`config.mk`:
```
export PLATFORM = sky130hd
export DESIGN_NAME = multicycle_controller
export DESIGN_NICKNAME = d
export VERILOG_FILES = /design/src/rtl/multicycle_controller.sv
export SDC_FILE = /design/constraint.sdc
export NUM_CORES = 1
export LEC_CHECK = 0
export CAP_MARGIN = 20
export CORE_MARGIN = 2
export CORE_UTILIZATION = 42
export DETAILED_ROUTE_END_ITERATION = 16
export PLACE_DENSITY = 0.84
export SYNTH_ARGS = -nofsm -noshare
export SYNTH_HDL_FRONTEND = slang
export SYNTH_SLANG_ARGS = --single-unit
```
`constraint.sdc`:
```
create_clock -name clk -period 4.3 [get_ports clk]
set_clock_uncertainty 0.2 [all_clocks]
set_input_delay 0.43 -clock clk [delete_from_list [all_inputs] [get_ports clk]]
set_output_delay 0.43 -clock clk [all_outputs]
set_load 0.03 [all_outputs]
```
`src/rtl/multicycle_controller.sv`:
```
// Multicycle MIPS control unit: Moore FSM driving datapath selects/enables over 3-5 cycles.
// Define MC_CTRL_BNE_EN to decode OP_BNE as a branch taken on !zero; otherwise OP_BNE is illegal.
module multicycle_controller #(
    parameter logic [5:0] OP_RTYPE = 6'b000000,
    parameter logic [5:0] OP_LW    = 6'b100011,
    parameter logic [5:0] OP_SW    = 6'b101011,
    parameter logic [5:0] OP_BEQ   = 6'b000100,
    parameter logic [5:0] OP_ADDI  = 6'b001000,
    parameter logic [5:0] OP_J     = 6'b000010,
    parameter logic [5:0] OP_BNE   = 6'b000101
) (
    input  logic       clk,
    input  logic       reset,
    input  logic [5:0] opcode,
    input  logic [5:0] funct,
    input  logic       zero,
    output logic       IorD,
    output logic       MemWrite,
    output logic       IRWrite,
    output logic       RegWrite,
    output logic       RegDst,
    output logic       MemtoReg,
    output logic       ALUSrcA,
    output logic [1:0] ALUSrcB,
    output logic [1:0] PCSrc,
    output logic       PCEn,
    output logic [2:0] ALUControl,
    output logic       illegal_op,
    output logic [3:0] state
);

`ifdef MC_CTRL_BNE_EN
    localparam logic BNE_EN = 1'b1;
`else
    localparam logic BNE_EN = 1'b0;
`endif

    typedef enum logic [3:0] {
        FETCH   = 4'd0,
        DECODE  = 4'd1,
        MEMADR  = 4'd2,
        MEMRD   = 4'd3,
        MEMWB   = 4'd4,
        MEMWR   = 4'd5,
        EXECUTE = 4'd6,
        ALUWB   = 4'd7,
        BRANCH  = 4'd8,
        ADDIEX  = 4'd9,
        ADDIWB  = 4'd10,
        JUMP    = 4'd11
    } state_t;

    typedef enum logic [1:0] {
        ALUOP_ADD   = 2'd0,
        ALUOP_SUB   = 2'd1,
        ALUOP_FUNCT = 2'd2
    } aluop_t;

    state_t cur_state;
    state_t next_state;
    state_t out_state;
    aluop_t alu_op;
    logic   pc_write;
    logic   branch;
    logic   branch_taken;
    logic   funct_known;

    always_ff @(posedge clk) begin
        if (reset) begin
            cur_state <= FETCH;
        end else begin
            cur_state <= next_state;
        end
    end

    always_comb begin
        funct_known = 1'b0;
        case (funct)
            6'b100000, 6'b100010, 6'b100100, 6'b100101, 6'b101010: funct_known = 1'b1;
            default: funct_known = 1'b0;
        endcase
    end

    // While reset is high the outputs look like FETCH with every write enable suppressed.
    always_comb begin
        out_state  = reset ? FETCH : cur_state;
        next_state = FETCH;
        IorD       = 1'b0;
        MemWrite   = 1'b0;
        IRWrite    = 1'b0;
        RegWrite   = 1'b0;
        RegDst     = 1'b0;
        MemtoReg   = 1'b0;
        ALUSrcA    = 1'b0;
        ALUSrcB    = 2'b00;
        PCSrc      = 2'b00;
        alu_op     = ALUOP_ADD;
        pc_write   = 1'b0;
        branch     = 1'b0;
        illegal_op = 1'b0;
        case (out_state)
            FETCH: begin
                IRWrite    = 1'b1;
                pc_write   = 1'b1;
                ALUSrcB    = 2'b01;
                next_state = DECODE;
            end
            DECODE: begin
                ALUSrcB = 2'b11;
                if (opcode == OP_LW || opcode == OP_SW) begin
                    next_state = MEMADR;
                end else if (opcode == OP_RTYPE && funct_known) begin
                    next_state = EXECUTE;
                end else if (opcode == OP_BEQ || (BNE_EN && opcode == OP_BNE)) begin
                    next_state = BRANCH;
                end else if (opcode == OP_ADDI) begin
                    next_state = ADDIEX;
                end else if (opcode == OP_J) begin
                    next_state = JUMP;
                end else begin
                    illegal_op = 1'b1;
                end
            end
            MEMADR: begin
                ALUSrcA    = 1'b1;
                ALUSrcB    = 2'b10;
                next_state = (opcode == OP_LW) ? MEMRD : MEMWR;
            end
            MEMRD: begin
                IorD       = 1'b1;
                next_state = MEMWB;
            end
            MEMWB: begin
                RegWrite = 1'b1;
                MemtoReg = 1'b1;
            end
            MEMWR: begin
                IorD     = 1'b1;
                MemWrite = 1'b1;
            end
            EXECUTE: begin
                ALUSrcA    = 1'b1;
                alu_op     = ALUOP_FUNCT;
                next_state = ALUWB;
            end
            ALUWB: begin
                RegDst   = 1'b1;
                RegWrite = 1'b1;
            end
            BRANCH: begin
                ALUSrcA = 1'b1;
                alu_op  = ALUOP_SUB;
                PCSrc   = 2'b01;
                branch  = 1'b1;
            end
            ADDIEX: begin
                ALUSrcA    = 1'b1;
                ALUSrcB    = 2'b10;
                next_state = ADDIWB;
            end
            ADDIWB: begin
                RegWrite = 1'b1;
            end
            JUMP: begin
                PCSrc    = 2'b10;
                pc_write = 1'b1;
            end
            default: begin
                next_state = FETCH;
            end
        endcase
        if (reset) begin
            MemWrite   = 1'b0;
            IRWrite    = 1'b0;
            RegWrite   = 1'b0;
            pc_write   = 1'b0;
            branch     = 1'b0;
            illegal_op = 1'b0;
            next_state = FETCH;
        end
    end

    // The opcode is held stable through BRANCH, so it still tells BEQ from BNE there.
    always_comb begin
        branch_taken = (BNE_EN && opcode == OP_BNE) ? ~zero : zero;
        PCEn         = pc_write | (branch & branch_taken);
    end

    always_comb begin
        ALUControl = 3'b010;
        case (alu_op)
            ALUOP_ADD: ALUControl = 3'b010;
            ALUOP_SUB: ALUControl = 3'b110;
            ALUOP_FUNCT: begin
                case (funct)
                    6'b100000: ALUControl = 3'b010;
                    6'b100010: ALUControl = 3'b110;
                    6'b100100: ALUControl = 3'b000;
                    6'b100101: ALUControl = 3'b001;
                    6'b101010: ALUControl = 3'b111;
                    default:   ALUControl = 3'b010;
                endcase
            end
            default: ALUControl = 3'b010;
        endcase
    end

    assign state = out_state;

endmodule

```
==> metrics.md <==
| Metric | Value |
|---|---|
| DRC errors left | `0` |
| Max Fclk | `0.288 GHz` |
| # setup viols final | `0` |
| Initial antenna violation count | `0` |
| DIE AREA | `1940 um^2` |
| Number of vias per cell | `~5.5` |
| YS warnings | `0` |
| Clock Tree Buf Depth | `2` |
| Final antenna-violating net count | `0` |
| Clk_lat worst skew | `230 ps` |
| Total power | `0.137 mW` |
| Synth Area per Inst | `7.40 um^2` |
| CTS tree | `built` |
| Share of the synthesized area in the top cell type | `11.9%` |
| Total gr overflow | `0` |
| Fill cells | `139` |
| Vias in the first global route | `696` |
| Final wirelength | `1.75 mm` |
| Critical Path RT | `~3700 ps` |
| Initial Util | `44.7%` |
| Multi-input gate area | `between 400 and 500 um^2` |
| Core Region | `approximately 1500 um^2` |
| Die H | `between 40 and 50 um` |
| Element type at the critical path start | `primary input` |
| Clock root cell | `clkbuf_4` |
| CP endpoint | `ALUControl[0]` |
| Row Count | `14` |
| # Post-CTS Setup Buffers | `0` |
| Final min period | `3470 ps` |
| Max Cap Violations | `0` |
| Resized Gates After CTS | `0` |
| DR vias | `756` |
| Post-Syn Instances | `91` |
| Crit. Startpoint | `reset` |
| Slew at the pin closest to its max-slew limit | `approximately 540 ps` |
| # IOs | `35` |
| Biggest register | `cur_state` |
| RSZ-0062 raised after global routing | `false` |
| Largest register FFs | `4` |
| Clock tree sinks | `4` |
| CP max FO | `15` |
| Global-route wire length before repair | `2.91 mm` |
| Synthesized cell area | `673 um^2` |
| Crit share post-route | `80.7%` |
| Largest registers | `cur_state: 4 flops` |
| Detail Placement HPWL | `between 1 and 1.5 mm` |
| Setup tns final | `0 ps` |
| Worst hold margin | `about 440 ps` |
| Max H-tree Level | `1` |
| Outcome | `complete, no violations` |
| Ys async rst share | `0%` |
| Most frequent cells after synthesis | `inv_1, nor2_1, nand2_1, nor2b_1` |
| Largest area contributor in the netlist | `dfxtp_1` |
| Highest routed layer | `met3` |
| GRT Total Usage | `19.4%` |
| VDD IR max | `0.115 mV` |
| # nets final | `140` |
| Pwr Density | `around 140 nW/um^2` |
| Static leakage | `0.367 nW` |
| Buffers added on ports | `34` |
| R2R setup slack | `2430 ps` |
| Sequential share of the synthesized area | `11.9%` |
| P&R area growth vs syn | `45.5%` |
| Ranking of synthesized cells by area | `dfxtp_1, buf_6, nor2b_1` |
| R2r worst-path depth | `4` |
| Storage cell area | `80.1 um^2` |
| Type of the worst setup path | `in2out` |
| Die Wd | `44.0 um` |
| WL met1 | `about 770 um` |
| Worst reg2reg path endpoint | `cur_state[0]$_SDFF_PP0_` |
| Clock Pin Slew Worst Setup and Hold Paths | `40 ps` |
| Mapped Nets | `108` |
| N_diodes | `0` |
| Share of layout cells above drive strength 1 | `approximately 9.9%` |
| Routability cong. | `0.885` |
| Pin count of the biggest net entering global routing | `18` |
| WL per Instance | `12.8 um` |
| Unique masters post-synth | `41` |
| DR pass1 iterations | `6` |
| HP Class | `reg2reg` |
| Final Hold Viols | `0` |
| Hold_buf cts | `0` |
| CP Capture Type | `primary output` |
| Metal3 WL | `between 100 and 150 um` |
| Iteration-0 DRC Markers | `14` |
| Main flop type after synthesis | `dfxtp_1` |
| Arrival time of the worst setup path | `~2800 ps` |
| EDFF count, synth | `0` |
| Flops & latches, synth | `4` |
| Rel. slew slack | `a little under two thirds` |
| Metal2 WL | `865 um` |
| Critical R2R Launch | `cur_state[0]$_SDFF_PP0_` |
| CTS buffer count | `3` |
| Max Slew Vio Count | `0` |
-- per-stage QoR --
step	instance area, um^2	setup WS (ps)	std cells	util (%)
floorplan	673	1560	91	-
global placement	957	926	134	63.5
detailed placement	957	830	134	63.5
CTS	980	830	137	65.0
global route	980	621	137	65.0
finish	980	830	137	65.0
-- how the worst min path moves through the flow --
stage	from	to	slack, ps	cells past startpoint
after floorplan	cur_state[0]$_SDFF_PP0_	cur_state[3]$_SDFF_PP0_	350	2
after global placement	cur_state[0]$_SDFF_PP0_	cur_state[0]$_SDFF_PP0_	450	1
after detailed placement	cur_state[0]$_SDFF_PP0_	cur_state[0]$_SDFF_PP0_	430	1
after CTS	cur_state[0]$_SDFF_PP0_	cur_state[0]$_SDFF_PP0_	440	1
after global routing	cur_state[0]$_SDFF_PP0_	cur_state[0]$_SDFF_PP0_	490	1
final	cur_state[0]$_SDFF_PP0_	cur_state[0]$_SDFF_PP0_	440	1
-- cell usage in the layout (no fill, tap or decap), types with 2 or more instances in the layout --
master,Yosys,layout
a211oi_1,2,2
a21oi_1,4,4
a31oi_1,2,2
and3_1,3,3
clkbuf_4,0,3
clkdlybuf4s50_1,0,34
dfxtp_1,4,4
ha_1,2,2
inv_1,8,8
nand2_1,6,6
nand2b_1,2,2
nand3_1,2,2
nand4b_1,2,2
nor2_1,8,8
nor2b_1,6,6
nor3_1,4,4
nor3b_1,3,3
o21ai_0,2,2
or2_2,2,2
xor2_1,2,2
-- routing by layer --
| layer | global-route usage, % | vias up |
|---|---|---|
| li1 | - | 395 |
| met1 | 23.7 | 330 |
| met2 | 36.2 | 31 |
| met3 | 3.67 | 0 |
| met4 | 1.82 | 0 |
| met5 | 0 | - |
-- worst max-delay path, stage by stage --
cell and delay [ps]:
clkdlybuf4s50_1 630, nor2_1 380, nand3_1 160, inv_1 90, ha_1 250, nor3b_1 200, clkdlybuf4s50_1 690
-- layout make-up --
cell class | count | share of cell area (%)
repair buffers | 34 | 34.7
flip-flops and latches | 4 | 8.17
well taps | 16 | 2.04
clock buffers | 3 | 2.30
multi-input cells | 72 | 49.7
inverters | 8 | 3.07
-- logic make-up (layout without fill, tap and decap cells) --
kind of cell,after synthesis,count (layout),share of synthesized area (%)
flops,4,4,11.9
xor+xnor,3,3,3.90
buf+inv,15,45,15.8
fa+ha+maj,2,2,3.72
compound gates,23,23,26.4
simple gates,44,44,38.3
-- power by group --
group / internal [mW] / switching (mW) / total, mW / leakage, nW
Combinational: 0.0252 / 0.0248 / 0.0500 / 0.321
Sequential: 0.0383 / 0.00302 / 0.0413 / 0.0326
Clock: 0.0311 / 0.0143 / 0.0455 / 0.0138
Total: 0.0946 / 0.0421 / 0.137 / 0.367
(Power assumes the default switching activity.)
==> variant 1: new RTL, config.mk and constraints unchanged <==
Add an input register stage for `opcode`, `funct` and `zero`, cleared by the reset; this delays them by one clock.
--- a/src/rtl/multicycle_controller.sv
+++ b/src/rtl/multicycle_controller.sv
@@ -56,6 +56,22 @@
         ALUOP_FUNCT = 2'd2
     } aluop_t;
 
+    logic [5:0] opcode_q;
+    logic [5:0] funct_q;
+    logic zero_q;
+
+    always_ff @(posedge clk) begin
+        if (reset) begin
+            opcode_q <= '0;
+            funct_q  <= '0;
+            zero_q   <= '0;
+        end else begin
+            opcode_q <= opcode;
+            funct_q  <= funct;
+            zero_q   <= zero;
+        end
+    end
+
     state_t cur_state;
     state_t next_state;
     state_t out_state;
@@ -75,7 +91,7 @@
 
     always_comb begin
         funct_known = 1'b0;
-        case (funct)
+        case (funct_q)
             6'b100000, 6'b100010, 6'b100100, 6'b100101, 6'b101010: funct_known = 1'b1;
             default: funct_known = 1'b0;
         endcase
@@ -107,15 +123,15 @@
             end
             DECODE: begin
                 ALUSrcB = 2'b11;
-                if (opcode == OP_LW || opcode == OP_SW) begin
+                if (opcode_q == OP_LW || opcode_q == OP_SW) begin
                     next_state = MEMADR;
-                end else if (opcode == OP_RTYPE && funct_known) begin
+                end else if (opcode_q == OP_RTYPE && funct_known) begin
                     next_state = EXECUTE;
-                end else if (opcode == OP_BEQ || (BNE_EN && opcode == OP_BNE)) begin
+                end else if (opcode_q == OP_BEQ || (BNE_EN && opcode_q == OP_BNE)) begin
                     next_state = BRANCH;
-                end else if (opcode == OP_ADDI) begin
+                end else if (opcode_q == OP_ADDI) begin
                     next_state = ADDIEX;
-                end else if (opcode == OP_J) begin
+                end else if (opcode_q == OP_J) begin
                     next_state = JUMP;
                 end else begin
                     illegal_op = 1'b1;
@@ -124,7 +140,7 @@
             MEMADR: begin
                 ALUSrcA    = 1'b1;
                 ALUSrcB    = 2'b10;
-                next_state = (opcode == OP_LW) ? MEMRD : MEMWR;
+                next_state = (opcode_q == OP_LW) ? MEMRD : MEMWR;
             end
             MEMRD: begin
                 IorD       = 1'b1;
@@ -182,7 +198,7 @@
 
     // The opcode is held stable through BRANCH, so it still tells BEQ from BNE there.
     always_comb begin
-        branch_taken = (BNE_EN && opcode == OP_BNE) ? ~zero : zero;
+        branch_taken = (BNE_EN && opcode_q == OP_BNE) ? ~zero_q : zero_q;
         PCEn         = pc_write | (branch & branch_taken);
     end
 
@@ -192,7 +208,7 @@
             ALUOP_ADD: ALUControl = 3'b010;
             ALUOP_SUB: ALUControl = 3'b110;
             ALUOP_FUNCT: begin
-                case (funct)
+                case (funct_q)
                     6'b100000: ALUControl = 3'b010;
                     6'b100010: ALUControl = 3'b110;
                     6'b100100: ALUControl = 3'b000;
Behaviour: not the same (a bounded check fails within 4 cycles, from zero or initial values and one cycle with reset high).
==> variant 1 against the original RTL <==
  * Worst setup slack worse by 0.0081 ns
  * Routed wire length up 20%
  * Sequential power rose to 4.3 times the old value
  * Sequential cell count up 13
  * Register-to-register slack better by 0.14 ns
  * Power up 150%
  * Final area up 41%
  * Sequential share of layout area up 16 points
  * Cell count up 32%
  * Synthesized area up 50%
  * Largest cell class unchanged
  * Largest power group is now sequential cells
==> variant 1: results (changes against the original RTL) <==
[placed_design]
gp_congestion = 0.834  ; -5.8%
dp_hpwl_mm = 1.67  ; +17%

[logic_synthesis]
async_flop_share_pct = 0  ; unchanged
ys_seq_area_share_pct = 33.8  ; +22 points
ys_types = 42  ; +2.4%
synth.area.top_cells = dfxtp_1, nor2b_1, nor3b_1, nor2_1, nor3_1
syn_nets = 138  ; +28%
ys_top_cells_by_count = nor2b_1, dfxtp_1, nor2_1, nand2_1, nor3_1
synth_warnings = 0  ; unchanged

[global_routing]
grt_max_degree = 17  ; -1
grt_pass1_wl_mm = 3.48  ; +19%
grt_pass1_vias = 892  ; +28%
gr-total-overflow = 0  ; unchanged
grt_use_total_pct = 16.8  ; -2.6 points

[timing]
slew_headroom_pct = 68.1  ; +4.2 points

[critical_path]
cp_data_arrival_time_ns = 2.85  ; about the same
ff2ff_setup_slack_ns = 2.57  ; +0.14 ns
cpPeakStageDelay_ns = 0.67  ; -0.02 ns
cp_top_family = buffers and inverters
worstRegToRegCells = 4  ; unchanged
worstPathMaxFanout = 16  ; +1
endpoint = illegal_op

[hold_path]
hold_path.class = reg -> reg

[clocking]
htree_levels = 1  ; unchanged
cts_resized = 0  ; unchanged
clock_path_buffers = 2  ; unchanged
clk_latency_ns = 0.30  ; +0.07 ns
cts_buffers = 3  ; unchanged
clkSlewWorstSetupHoldPaths_ns = 0.10  ; +0.06 ns

[routing]
vias_per_cell = 5.20  ; -5.8%
dr.pass1.iters = 2  ; -4
finalWirelength_mm = 2.10  ; +20%
drt_iter0_markers = 4  ; -10

[pwr]
leakagePower_nw = 0.503  ; +37%
vdd.ir_drop.worst_uv = 201  ; +74%

[cells_and_area]
reg_top3 = funct_q: 6 flops, opcode_q: 6 flops, cur_state: 4 flops
nets = 171  ; +22%
drive_gt1_share_pct = 7.19  ; -2.7 points
n_antenna_cell = 0  ; unchanged

[status]
status = complete, no violations

## variant 1: changes by cell type after synthesis, sizes merged, moves of 2 or more
cell	before	now
inv	8	4
nor3	4	6
nor2b	6	18
o21ai	2	5
and2	0	2
nand2b	2	4
dfxtp	4	17
nor3b	3	6
## variant 1: power by group
group	leakage, nW	internal [mW]	switching (mW)
logic	0.348	0.0392	0.0367
registers	0.141	0.166	0.0113
clock network	0.0139	0.0355	0.0503
## variant 1: worst register-to-register path, stage by stage, from the launching register on
cell and delay, ns:
dfxtp_1 0.61, nand2b_1 0.29, a211oi_4 0.30, o21ai_2 0.11, o22ai_2 0.16
## variant 1: cell families after synthesis
family | synth area share (%)
and+or+nand+nor | 38.3
AOI/OAI and AO/OA | 16.6
DFF | 33.8
buffers and inverters | 5.22
xor gates and xnor gates | 2.61
adders and majority gates | 2.48
muxes | 0.994
## variant 1: layer usage
layer | wire length, µm | up-vias | part of all wire [%] | GRT usage, %
met5 | 0 | - | 0 | 0
met1 | 851 | 426 | 41 | 16.3
met4 | 45 | 0 | 2.1 | 7.69
met3 | 108 | 5 | 5.2 | 3.39
met2 | 1090 | 24 | 52 | 33.3
li1 | - | 486 | - | -
## variant 1: metrics by stage
step / cells / setup slack, ns / cell area (µm²)
after floorplan: 121 / 1.65 / 1010
after global placement: 177 / 0.853 / 1350
after detailed placement: 177 / 0.823 / 1350
after CTS: 181 / 0.822 / 1380
after global routing: 181 / 0.618 / 1380
final: 181 / 0.822 / 1380
## variant 1: layout make-up
class	count	area (µm²)
Fill cell	211	851
Multi-Input combinational cell	93	614
Timing Repair Buffer	35	348
Sequential cell	17	340
Tap cell	28	35.0
Clock buffer	3	22.5
Inverter	4	15.0
Clock inverter	1	7.51
## variant 1: worst min path at each step
| stage | startpoint | end | slack, ns | cells past startpoint |
|---|---|---|---|---|
| detailed placement | cur_state[0] | cur_state[0] | 0.41 | 1 |
| CTS | opcode_q[0] | cur_state[0] | 0.43 | 3 |
| global placement | cur_state[0] | cur_state[0] | 0.41 | 1 |
| global route | opcode_q[0] | cur_state[0] | 0.46 | 3 |
| finish | cur_state[0] | cur_state[0] | 0.43 | 1 |
| floorplan | cur_state[1] | cur_state[3] | 0.34 | 3 |
==> variant 2: new RTL, same flow settings <==
Made on the original files. Set the localparam `BNE_EN` to 1'b1 (it was 1'b0).
--- a/src/rtl/multicycle_controller.sv
+++ b/src/rtl/multicycle_controller.sv
@@ -32,7 +32,7 @@
 `ifdef MC_CTRL_BNE_EN
     localparam logic BNE_EN = 1'b1;
 `else
-    localparam logic BNE_EN = 1'b0;
+    localparam logic BNE_EN = 1'b1;
 `endif
 
     typedef enum logic [3:0] {
Check against the original RTL: not equivalent (a bounded check fails within 4 cycles, from zero or initial values and one cycle with reset high).
==> variant 2 against the original RTL <==
  * Global-route usage up 0.61 points
  * Final area up 2.6%
  * Power up 6.9%
  * Worst setup slack better by 0.034 ns
  * Synthesized area down 3.0%
  * Non-clock buffer count unchanged
  * Maximum frequency up 1.0%
  * Critical path depth down 1
  * Routed wire length up 3.5%
  * Sequential cell count unchanged
  * First-iteration DRC count up 43%
  * Critical endpoint is now illegal_op
==> variant 2: results (changes against the original RTL) <==
[logic_synthesis]
synth_xor_area_share_pct = 4.02  ; +0.12 points
ys_types = 35  ; -15%
ys_seq_area_share_pct = 12.3  ; +0.36 points
async_flop_share_pct = 0  ; unchanged
ys_top_cells_by_count = nor2_1, a21oi_1, nor3_1, inv_1, nand2_1
syn_nets = 117  ; +8.3%
synth_warnings = 0  ; unchanged
muxShareOfSynthArea_pct = 0  ; unchanged
synth-adder-area-share_pct = 3.83  ; +0.11 points
synth_compound_area_share_pct = 28.9  ; +2.5 points
synth.area.top_cells = dfxtp_1, nor2_1, a21oi_1, nor3_1, nor2b_1

[cells_and_area]
nets = 150  ; +7.1%
largest_reg_flops = 4  ; unchanged
fillCellCount = 130  ; -6.5%
reg_top3 = cur_state: 4 flops
n_antenna_cell = 0  ; unchanged
drive_gt1_share_pct = 8.40  ; -1.5 points

[clocking]
clkSlewWorstSetupHoldPaths_ns = 0.04  ; about the same
htree_levels = 1  ; unchanged
cts_buffers = 3  ; unchanged
clk_latency_ns = 0.25  ; +0.02 ns
cts_setup_buffers = 0  ; unchanged
cts_resized = 0  ; unchanged
root_buffer = clkbuf_4
clock_path_buffers = 2  ; unchanged

[global_routing]
grt_pass1_vias = 687  ; -1.3%
grt_antenna_before_repair = 0  ; unchanged
grt_use_total_pct = 20.0  ; +0.61 points
gr-total-overflow = 0  ; unchanged
grt_pass1_wl_mm = 2.95  ; +1.2%
grt_max_degree = 18  ; unchanged

[critical_path]
r2r-start = cur_state[1]
crit_start = reset
cpPeakStageDelay_ns = 0.67  ; -0.02 ns
crit_slowest_cell = clkdlybuf4s50_1
cp_data_arrival_time_ns = 2.81  ; -0.03 ns
ff2ff_setup_slack_ns = 2.47  ; +0.04 ns
worstPathMaxFanout = 14  ; -1

[routing]
routed-wl-met2_um = 897  ; +3.7%
vias = 825  ; +9.1%
routedLengthMet1_um = 793  ; +2.5%
dr_wl_met3_um = 92  ; -17%
drt_iter0_markers = 20  ; +6
top_layer = met4
dr.pass1.iters = 4  ; -2
finalWirelength_mm = 1.81  ; +3.5%
drtAntennaViolNets = 0  ; unchanged

[hold_path]
hold_path.class = reg -> reg
holdCritStartpoint = cur_state[0]

[status]
status = complete, no violations

[pwr]
leakagePower_nw = 0.350  ; -4.8%
vdd.ir_drop.worst_uv = 154  ; +34%

[placed_design]
gp_congestion = 0.760  ; -14%
dp_hpwl_mm = 1.43  ; +0.36%
io_buffer_count = 34  ; unchanged

[timing]
slew_headroom_pct = 59.5  ; -4.5 points

variant 2: cell types whose count changed in the layout (fill, tap and decap cells not counted), moves of 2 or more:
cell,unedited run,this run
nor3_1,4,8
a21oi_1,4,9
nor4_1,1,3
a31oi_1,2,0
a22oi_1,0,2
nor2_1,8,16
nand3_1,2,4
nand4b_1,2,0
nor3b_1,3,0
variant 2: logic make-up after synthesis:
group	Yosys count
simple gates	54
compound gates	24
buf+inv	13
flops	4
xor+xnor	3
fa+ha+maj	2
variant 2: metal layers:
layer	GRT usage [%]	vias to the layer above
met3	0.833	2
li1	-	422
met4	7.27	0
met2	34.0	26
met1	26.8	375
met5	0	-
variant 2: path summary, 6_finish.rpt:
path,to,cells past startpoint
min reg2reg,cur_state[2],2
max,illegal_op,6
min,cur_state[2],2
max reg2reg,cur_state[1],3
variant 2: worst max-delay path, delay by kind of cell:
kind,cells,cell delay (ns)
AND/OR/NAND/NOR,2,0.76
AO/OA/AOI/OAI,2,0.33
buffers and inverters,2,1.29
variant 2: report_power, final:
group	total (mW)	internal, mW	switching (mW)	leakage (nW)
Clock	0.0492	0.0314	0.0178	0.0138
Sequential	0.0413	0.0383	0.00296	0.0326
Combinational	0.0557	0.0270	0.0287	0.303
variant 2: through the flow:
step                      setup WS (ns)  util [%]  instances  instance area, µm²  hold slack, ns
after global placement            0.905      66.0        144                 982           0.539
final                             0.864      67.5        147                1000           0.561
after CTS                         0.872      67.5        147                1000           0.559
after detailed placement          0.892      66.0        144                 982           0.560
after floorplan                    1.72         -        100                 653           0.414
after global routing              0.744      67.5        147                1000           0.604
variant 2: area by class of cell:
type                       instances  share of cell area, %
clock buffer                       3                   2.24
inverter                           7                   2.62
multi-input combinational         83                   51.3
sequential                         4                   7.97
tap                               16                   1.99
timing repair buffer              34                   33.9
